**src/rtl/cpu_pkg.sv**
```systemverilog
// Shared CPU definitions: fetch sentinel and halt encoding, fetch state, and
// instruction field positions that the fetch unit and the decoder both use.
package cpu_pkg;

  localparam logic [31:0] SENTINEL_ADDR = 32'hFFFF_FFFC;
  localparam logic [31:0] HALT_WORD     = 32'hFC00_0000;
  localparam logic [5:0]  OP_HALT       = 6'h3F;

  localparam int OPCODE_MSB = 31;
  localparam int OPCODE_LSB = 26;
  localparam int FUNCT_MSB  = 5;
  localparam int FUNCT_LSB  = 0;

  typedef enum logic {
    FETCH_RUN  = 1'b0,
    FETCH_HALT = 1'b1
  } fetch_state_e;

  function automatic logic [31:0] word_align(input logic [31:0] a);
    return {a[31:2], 2'b00};
  endfunction

endpackage

```
**src/rtl/instruction_fetch_unit_if.sv**
```systemverilog
// Fetch bus: memory address/data plus the decode-side handshake and tagged word.
// master = fetch unit, slave = memory/decode side.
interface instruction_fetch_unit_if;

  logic [31:0] o_Addr;
  logic [31:0] i_Instruction;
  logic        i_Stall;
  logic        i_Redirect;
  logic [31:0] i_Target;
  logic [31:0] o_Instruction;
  logic [5:0]  o_Opcode;
  logic [5:0]  o_Funct;
  logic [31:0] o_Pc;
  logic [31:0] o_Pc_Plus4;
  logic        o_Valid;
  logic        o_Halted;
  logic        o_Fault;
  logic [31:0] o_Fetch_Count;

  modport master (
    input  i_Instruction, i_Stall, i_Redirect, i_Target,
    output o_Addr, o_Instruction, o_Opcode, o_Funct, o_Pc, o_Pc_Plus4,
           o_Valid, o_Halted, o_Fault, o_Fetch_Count
  );

  modport slave (
    output i_Instruction, i_Stall, i_Redirect, i_Target,
    input  o_Addr, o_Instruction, o_Opcode, o_Funct, o_Pc, o_Pc_Plus4,
           o_Valid, o_Halted, o_Fault, o_Fetch_Count
  );

endinterface

```
**src/rtl/instruction_fetch_unit.sv**
```systemverilog
// Instruction fetch unit for a 1-cycle-latency instruction memory.
// Optional address-bounds check enabled by defining IFU_BOUNDS_CHECK_EN.
module instruction_fetch_unit
  import cpu_pkg::*;
#(
  parameter logic [31:0] RESET_PC   = 32'h0000_0000,
  parameter int          IMEM_WORDS = 128
) (
  input  logic                      i_Clk,
  input  logic                      i_Rst,
  instruction_fetch_unit_if.master  bus
);

  logic [31:0]  r_Pc;
  logic [31:0]  r_Pc_D;
  logic         r_Valid;
  fetch_state_e r_State;
  logic [31:0]  r_Count;

  logic [31:0]  w_Target;
  logic [31:0]  w_Addr_Raw;
  logic [31:0]  w_Instr;
  logic         w_Consume;
  logic         w_Oob;

  assign w_Target  = word_align(bus.i_Target);
  assign w_Consume = r_Valid & (~bus.i_Stall | bus.i_Redirect);
  assign w_Instr   = r_Valid ? bus.i_Instruction : HALT_WORD;

  // Stall replays pc_d so the memory re-reads the held word.
  always_comb begin
    w_Addr_Raw = r_Pc;
    if (bus.i_Redirect)
      w_Addr_Raw = w_Target;
    else if (r_State == FETCH_HALT)
      w_Addr_Raw = SENTINEL_ADDR;
    else if (bus.i_Stall)
      w_Addr_Raw = r_Pc_D;
  end

`ifdef IFU_BOUNDS_CHECK_EN
  localparam logic [31:0] ADDR_LIMIT = 32'(IMEM_WORDS * 4);
  logic r_Fault;

  assign w_Oob = (w_Addr_Raw != SENTINEL_ADDR) && (w_Addr_Raw >= ADDR_LIMIT) &&
                 (bus.i_Redirect || (r_State == FETCH_RUN));

  always_ff @(posedge i_Clk) begin
    if (i_Rst)
      r_Fault <= 1'b0;
    else if (w_Oob)
      r_Fault <= 1'b1;
  end

  assign bus.o_Fault = r_Fault;
`else
  assign w_Oob       = 1'b0;
  assign bus.o_Fault = 1'b0;
`endif

  assign bus.o_Addr = (i_Rst || w_Oob) ? SENTINEL_ADDR : w_Addr_Raw;

  always_ff @(posedge i_Clk) begin
    if (i_Rst) begin
      r_Pc    <= RESET_PC;
      r_Pc_D  <= SENTINEL_ADDR;
      r_Valid <= 1'b0;
      r_State <= FETCH_RUN;
      r_Count <= 32'd0;
    end else begin
      if (w_Consume)
        r_Count <= r_Count + 32'd1;

      if (w_Oob) begin
        r_State <= FETCH_HALT;
        r_Valid <= 1'b0;
      end else if (bus.i_Redirect) begin
        r_Pc_D  <= w_Target;
        r_Pc    <= w_Target + 32'd4;
        r_Valid <= 1'b1;
        r_State <= FETCH_RUN;
      end else if (r_State == FETCH_HALT) begin
        r_Valid <= 1'b0;
      end else if (w_Consume && (w_Instr[OPCODE_MSB:OPCODE_LSB] == OP_HALT)) begin
        // The halt word has been delivered once; stop and keep pc.
        r_State <= FETCH_HALT;
        r_Valid <= 1'b0;
      end else if (!bus.i_Stall) begin
        r_Pc_D  <= r_Pc;
        r_Pc    <= r_Pc + 32'd4;
        r_Valid <= 1'b1;
      end
    end
  end

  assign bus.o_Instruction = w_Instr;
  assign bus.o_Opcode      = w_Instr[OPCODE_MSB:OPCODE_LSB];
  assign bus.o_Funct       = w_Instr[FUNCT_MSB:FUNCT_LSB];
  assign bus.o_Pc          = r_Pc_D;
  assign bus.o_Pc_Plus4    = r_Pc_D + 32'd4;
  assign bus.o_Valid       = r_Valid;
  assign bus.o_Halted      = (r_State == FETCH_HALT);
  assign bus.o_Fetch_Count = r_Count;

endmodule

```
**src/flat_wrapper.sv**
```systemverilog
// flat-port wrapper written by rule: the top's interface ports become plain ports
module instruction_fetch_unit_flat import cpu_pkg::*;
#(
  parameter logic [31:0] RESET_PC   = 32'h0000_0000,
  parameter int          IMEM_WORDS = 128
)
  (i_Clk, i_Rst, bus_i_Instruction, bus_i_Stall, bus_i_Redirect, bus_i_Target, bus_o_Addr, bus_o_Instruction, bus_o_Opcode, bus_o_Funct, bus_o_Pc, bus_o_Pc_Plus4, bus_o_Valid, bus_o_Halted, bus_o_Fault, bus_o_Fetch_Count);
  instruction_fetch_unit_if bus_i ();
  input  logic i_Clk;
  input  logic i_Rst;
  input wire logic [$bits(bus_i.i_Instruction)-1:0] bus_i_Instruction;
  input wire logic [$bits(bus_i.i_Stall)-1:0] bus_i_Stall;
  input wire logic [$bits(bus_i.i_Redirect)-1:0] bus_i_Redirect;
  input wire logic [$bits(bus_i.i_Target)-1:0] bus_i_Target;
  output wire logic [$bits(bus_i.o_Addr)-1:0] bus_o_Addr;
  output wire logic [$bits(bus_i.o_Instruction)-1:0] bus_o_Instruction;
  output wire logic [$bits(bus_i.o_Opcode)-1:0] bus_o_Opcode;
  output wire logic [$bits(bus_i.o_Funct)-1:0] bus_o_Funct;
  output wire logic [$bits(bus_i.o_Pc)-1:0] bus_o_Pc;
  output wire logic [$bits(bus_i.o_Pc_Plus4)-1:0] bus_o_Pc_Plus4;
  output wire logic [$bits(bus_i.o_Valid)-1:0] bus_o_Valid;
  output wire logic [$bits(bus_i.o_Halted)-1:0] bus_o_Halted;
  output wire logic [$bits(bus_i.o_Fault)-1:0] bus_o_Fault;
  output wire logic [$bits(bus_i.o_Fetch_Count)-1:0] bus_o_Fetch_Count;
  assign bus_i.i_Instruction = bus_i_Instruction;
  assign bus_i.i_Stall = bus_i_Stall;
  assign bus_i.i_Redirect = bus_i_Redirect;
  assign bus_i.i_Target = bus_i_Target;
  assign bus_o_Addr = bus_i.o_Addr;
  assign bus_o_Instruction = bus_i.o_Instruction;
  assign bus_o_Opcode = bus_i.o_Opcode;
  assign bus_o_Funct = bus_i.o_Funct;
  assign bus_o_Pc = bus_i.o_Pc;
  assign bus_o_Pc_Plus4 = bus_i.o_Pc_Plus4;
  assign bus_o_Valid = bus_i.o_Valid;
  assign bus_o_Halted = bus_i.o_Halted;
  assign bus_o_Fault = bus_i.o_Fault;
  assign bus_o_Fetch_Count = bus_i.o_Fetch_Count;
  instruction_fetch_unit #(.RESET_PC(RESET_PC), .IMEM_WORDS(IMEM_WORDS)) u_core (.i_Clk(i_Clk), .i_Rst(i_Rst), .bus(bus_i));
endmodule
```
**config.mk**
```make
export PLATFORM = sky130hd
export DESIGN_NAME = instruction_fetch_unit_flat
export DESIGN_NICKNAME = d
export VERILOG_FILES = /design/src/rtl/cpu_pkg.sv /design/src/rtl/instruction_fetch_unit_if.sv /design/src/rtl/instruction_fetch_unit.sv /design/src/flat_wrapper.sv
export SDC_FILE = /design/constraint.sdc
export NUM_CORES = 1
export LEC_CHECK = 0
export CAP_MARGIN = 20
export CORE_MARGIN = 1.5
export CORE_UTILIZATION = 43
export CTS_CLUSTER_DIAMETER = 80
export DETAILED_ROUTE_END_ITERATION = 12
export PLACE_DENSITY = 0.85
export SLEW_MARGIN = 25
export SYNTH_ARGS = -nofsm -noshare
export SYNTH_HDL_FRONTEND = slang
export SYNTH_SLANG_ARGS = --single-unit
export TNS_END_PERCENT = 50
```
**constraint.sdc**
```tcl
create_clock -name i_Clk -period 4.6 [get_ports i_Clk]
set_clock_uncertainty 0.1 [all_clocks]
set_input_delay 0.46 -clock i_Clk [delete_from_list [all_inputs] [get_ports i_Clk]]
set_output_delay 0.46 -clock i_Clk [all_outputs]
set_load 0.01 [all_outputs]
```
# After elaboration in Yosys (flattened, before gate mapping)
# Index checks and enable logic that the tools add are counted.
# op_classes
addsub	4
eq_ne	5
mux	18
bitwise_logic	5
reduce_logical	5
# ops
operator	n
$mux 32	12
$add 32x3->32 const B	3
$add 32x1->32 const B	1
$eq 6x6->1 const B	1
$mux 1	6
$ne 2x2->1 const B	2
$ne 4x1->1 const B	1
$reduce_and 2->1	2
$not 1->1	3
$reduce_and 3->1	1
$ne 2x1->1 const B	1
$reduce_or 2->1	1
$and 1x1->1	1
$logic_and 1x1->1	1
$or 1x1->1	1
# word_totals
reg_bits	98
input_bits	68
out_inout_bits	175
wordCells	43

# Logic depth before layout (Yosys ltp)
# depth
word_depth	7
mapped_depth	13
mapped_depth_nobuf	7

# Least setup slack after synthesis
# Ideal clock, no wire load.
# synth_path
path_type	input port to flip-flop
startpoint	input bus_i_Redirect
endpoint	register u_core.r_Pc[30]
setup_time_ps	128
arrival_ps	2890
required_time_ps	4372
setup_slack_ps	1483
stages	12
n_path_buf	5
cell_sequence	buf_6 buf_2 buf_2 buf_2 buf_2 mux2_2 ha_1 a21boi_2 nand4_2 or4_1 a31oi_1 nor2_1
# synth_between
elab_chain_cells	5
elab_cells_between_ends	8
cone_classes	eq/ne (3); mux (1); bitwise (2); reduce/logical (2)
# synth_lines
item	line	text
from (decl)	flat_wrapper.sv:13	input wire logic [$bits(bus_i.i_Redirect)-1:0] bus_i_Redirect;
$or 1x1->1	instruction_fetch_unit.sv:27	assign w_Consume = r_Valid & (~bus.i_Stall | bus.i_Redirect);
$and 1x1->1	instruction_fetch_unit.sv:27	
$logic_and 1x1->1	instruction_fetch_unit.sv:84	end else if (w_Consume && (w_Instr[OPCODE_MSB:OPCODE_LSB] == OP_HALT)) begin
$ne 2x2->1 (no source line)	-	
$reduce_and 3->1 (no source line)	-	
to (signal assigned)	instruction_fetch_unit.sv:79	r_Pc <= w_Target + 32'd4;
to (signal assigned)	instruction_fetch_unit.sv:90	r_Pc <= r_Pc + 32'd4;
to (decl)	instruction_fetch_unit.sv:14	logic [31:0] r_Pc;
# Parallel ways exist; a longest one is shown, timed or not.
# A chain may end at the register's enable or synchronous reset.

# Final worst setup path
# layout_path
startpoint	register u_core.r_Pc_D[11], in the netlist u_core.bus.o_Pc[11]
endpoint	output bus_o_Pc_Plus4[31]
# layout_between
elab_chain_cells	1
# layout_lines
item	line	text
from (decl)	instruction_fetch_unit.sv:15	logic [31:0] r_Pc_D;
from (signal assigned)	instruction_fetch_unit.sv:78	r_Pc_D <= w_Target;
from (signal assigned)	instruction_fetch_unit.sv:89	r_Pc_D <= r_Pc;
$add 32x3->32	instruction_fetch_unit.sv:100	assign bus.o_Pc_Plus4 = r_Pc_D + 32'd4;
to (decl)	flat_wrapper.sv:20	output wire logic [$bits(bus_i.o_Pc_Plus4)-1:0] bus_o_Pc_Plus4;
# Every way passes these cells.

==> out/metrics.csv <==
metric;value;unit
status;completed;
flop2flop setup slack;1820;ps
Mean Syn Cell Area;7.657;um2
post-DR vias/cell;5.741;
number of buffers added on ports;239;
worst endpoint required time;4040;ps
Slew headroom;0.3504;
hold depth;2;
Register Area;0.001922;mm2
switching share of total power;0.2952;
die width;129.0;um
RePlAce Congestion;0.9094;
core box area;0.01537;mm2
Worst VDD drop;213.5;uV
Mapped Area;0.006830;mm2
Int Power;1708;uW
post-synthesis sequential area ratio;0.2814;
Clock Power Share;0.346;
grt ovf;0;
TritonCTS Sinks;96;
Yosys Warn Count;0;
P&R area growth vs syn;39.46;%
layout cells sized above 1;0.04722;
vias;7417;
wire length of the first global-routing pass;34980;um
CTS tree;done;
DPL Wire Length;16200;um
post_cts resized;0;
critical path fanouts, max;8;
io pins;243;
Worst setup SP type;flip-flop;
number of flops mapped to enable cells by yosys;0;
pin count of the biggest net entering global routing;93;
Clk pin slew, worst setup/hold paths;70;ps
combinational power share;0.264;
Syn Nets;963;
drt first-iter violations;616;
worst-margin pin slew;974.4;ps
number of synthesized register bits;96;
Reg power frac;0.390;
HP Class;reg -> reg;
final hold violations;0;
Final #Nets;1147;
WL final;22400;um
Die Area;0.01665;mm2
antenna violations before repair;1;
maxcap violations;0;
Max Transition Viols Final;0;
Worst R2R End;u_core.r_Pc[30]$_SDFFE_PP0P_;
sw power;715.3;uW
clk root buf;clkbuf_16;
HP Start;u_core.bus.o_Pc[0]$_SDFFE_PP0P_;
pre-CTS WS;1092;ps
Post-synth top flop;dfxtp_1;
worst r2r src;u_core.r_Pc[3]$_SDFFE_PP0P_;
Die H;129.0;um
Post-route DRC;0;
num rows;45;
CTS Buffer Depth;2;
hold_buf cts;0;
routed len/inst;17.34;um
hold endpoint;u_core.bus.o_Pc[0]$_SDFFE_PP0P_;
Final Worst Setup Slack;939.3;ps
Setup Buffers After CTS;0;
Final TNS setup;0;ps
Tcrit/Tclk final;0.7958;
Crit. End Element;output pin;
First-pass DRT Iterations;5;
worst setup path class;reg -> out;
CTS H-tree lvls;3;
multi-input combinational cell area;0.004488;mm2
Async S/R FF share, synth;0;
gr usage total;0.2633;
Max Fclk;0.2732;GHz
cts bufs inserted;9;
unrepaired setup endpoints after global routing;false;
Worst Path Arrival;3100;ps
Tmin final;3661;ps
post-synth cell types;57;
Leak Pwr;0.003345;uW
cells on worst reg2reg path;7;
synthesized netlist cell count;892;
Initial Util;0.4444;
Clock Latency Late Sink;350;ps
vias in the first global route;6771;
# fillers;1278;
Setup violations, final;0;
Final ANT Viol Nets;0;
pwr dens;254.4;mW/mm2
-- registers in the layout (all words and copies together) (netlist names) --
name                      cells
u_core.bus.o_Valid            1
u_core.bus.o_Pc              32
u_core.bus.o_Halted           1
u_core.r_Pc                  30
u_core.bus.o_Fetch_Count     32
-- cells in the mapped netlist (22+ instances only) --
library cell,number,share of area
xor2_1,26,0.033
mux2i_1,33,0.048
o21ai_0,58,0.042
and2_1,28,0.026
a21oi_1,44,0.032
a211oi_1,32,0.035
nor3_1,22,0.016
nand4_1,23,0.021
nor2_1,69,0.038
nand2_1,94,0.052
clkbuf_1,40,0.022
xnor2_1,59,0.076
nand3_1,51,0.037
dfxtp_1,96,0.28
-- area by class of cell --
cell class	count	area share
repair buffers	249	0.2590
clock buffers	10	0.02509
flip-flops and latches	96	0.2018
clock inverters	5	0.009063
multi-input cells	705	0.4712
inverters	15	0.005911
diodes	1	0.0002627
well taps	211	0.02772
-- per-stage QoR --
stage	std cells	hold slack [ps]	total power (uW)	area (um2)	util
after global placement	1276	370.8	1585	9195	0.5982
after CTS	1291	391.8	2427	9520	0.6194
after detailed placement	1276	381.1	1596	9195	0.5982
final	1292	393.8	2423	9525	0.6197
after global routing	1292	439.2	2515	9525	0.6197
after floorplan	892	356.3	1271	6830	-
-- power by group through the flow --
| stage | sequential, uW | combinational, uW | clock [uW] |
|---|---|---|---|
| after floorplan | 950 | 322 | 0 |
| after global placement | 958 | 627 | 0 |
| after detailed placement | 961 | 635 | 0 |
| after CTS | 942 | 639 | 847 |
| after global routing | 951 | 688 | 875 |
| final | 945 | 639 | 838 |
-- cell usage in the layout, fill, tap and decap left out, types with 13 or more instances in the layout --
cell type        instances
xnor2_1                 59
mux2i_1                 33
a211o_1                 13
inv_1                   13
xor2_1                  26
clkdlybuf4s50_1        236
and2_1                  28
a22o_1                  14
nand3_1                 51
nand2_1                 94
nor2_1                  68
or3_1                   18
nor2b_1                 16
o21ai_0                 57
a21oi_1                 43
nor3_1                  22
dfxtp_1                 96
nand4_1                 23
a221o_1                 14
a211oi_1                32
-- critical path, stage by stage (launching register included) --
cell and delay, ps:
dfxtp_1 490, and4_1 310, nand4_1 160, nor3_1 550
nand2_1 240, nor3_1 270, xor2_1 160, clkdlybuf4s50_1 550
-- worst max path at each step --
stage / startpoint / to / slack, ps
finish: u_core.bus.o_Pc[11]$_SDFFE_PP1P_ / bus_o_Pc_Plus4[31] / 940
global route: u_core.bus.o_Pc[11]$_SDFFE_PP1P_ / bus_o_Pc_Plus4[31] / 700
CTS: u_core.bus.o_Pc[11]$_SDFFE_PP1P_ / bus_o_Pc_Plus4[31] / 970
detailed placement: bus_i_Redirect / u_core.r_Pc[30]$_SDFFE_PP0P_ / 1090
global placement: bus_i_Redirect / u_core.r_Pc[30]$_SDFFE_PP0P_ / 1110
floorplan: bus_i_Redirect / u_core.r_Pc[30]$_SDFFE_PP0P_ / 1480
-- logic make-up (layout without fill, tap and decap cells) --
family | count (synthesis) | after routing | synth area share
DFF | 96 | 96 | 0.2814
and+or+nand+nor | 372 | 372 | 0.2810
AOI/OAI and AO/OA | 205 | 205 | 0.2011
other | 1 | 2 | 0.0005490
xor gates and xnor gates | 85 | 85 | 0.1090
muxes | 39 | 39 | 0.05825
buffers and inverters | 91 | 279 | 0.06320
adders and majority gates | 3 | 3 | 0.005496
-- per-layer routing --
layer | vias up | GRT usage | wire length, um
met5 | - | 0 | 0
met4 | 0 | 0.08262 | 332
met3 | 31 | 0.05987 | 2090
met2 | 399 | 0.4505 | 10770
met1 | 3431 | 0.3299 | 9211
li1 | 3556 | - | -
No activity file was read; power rests on OpenSTA's default activity.
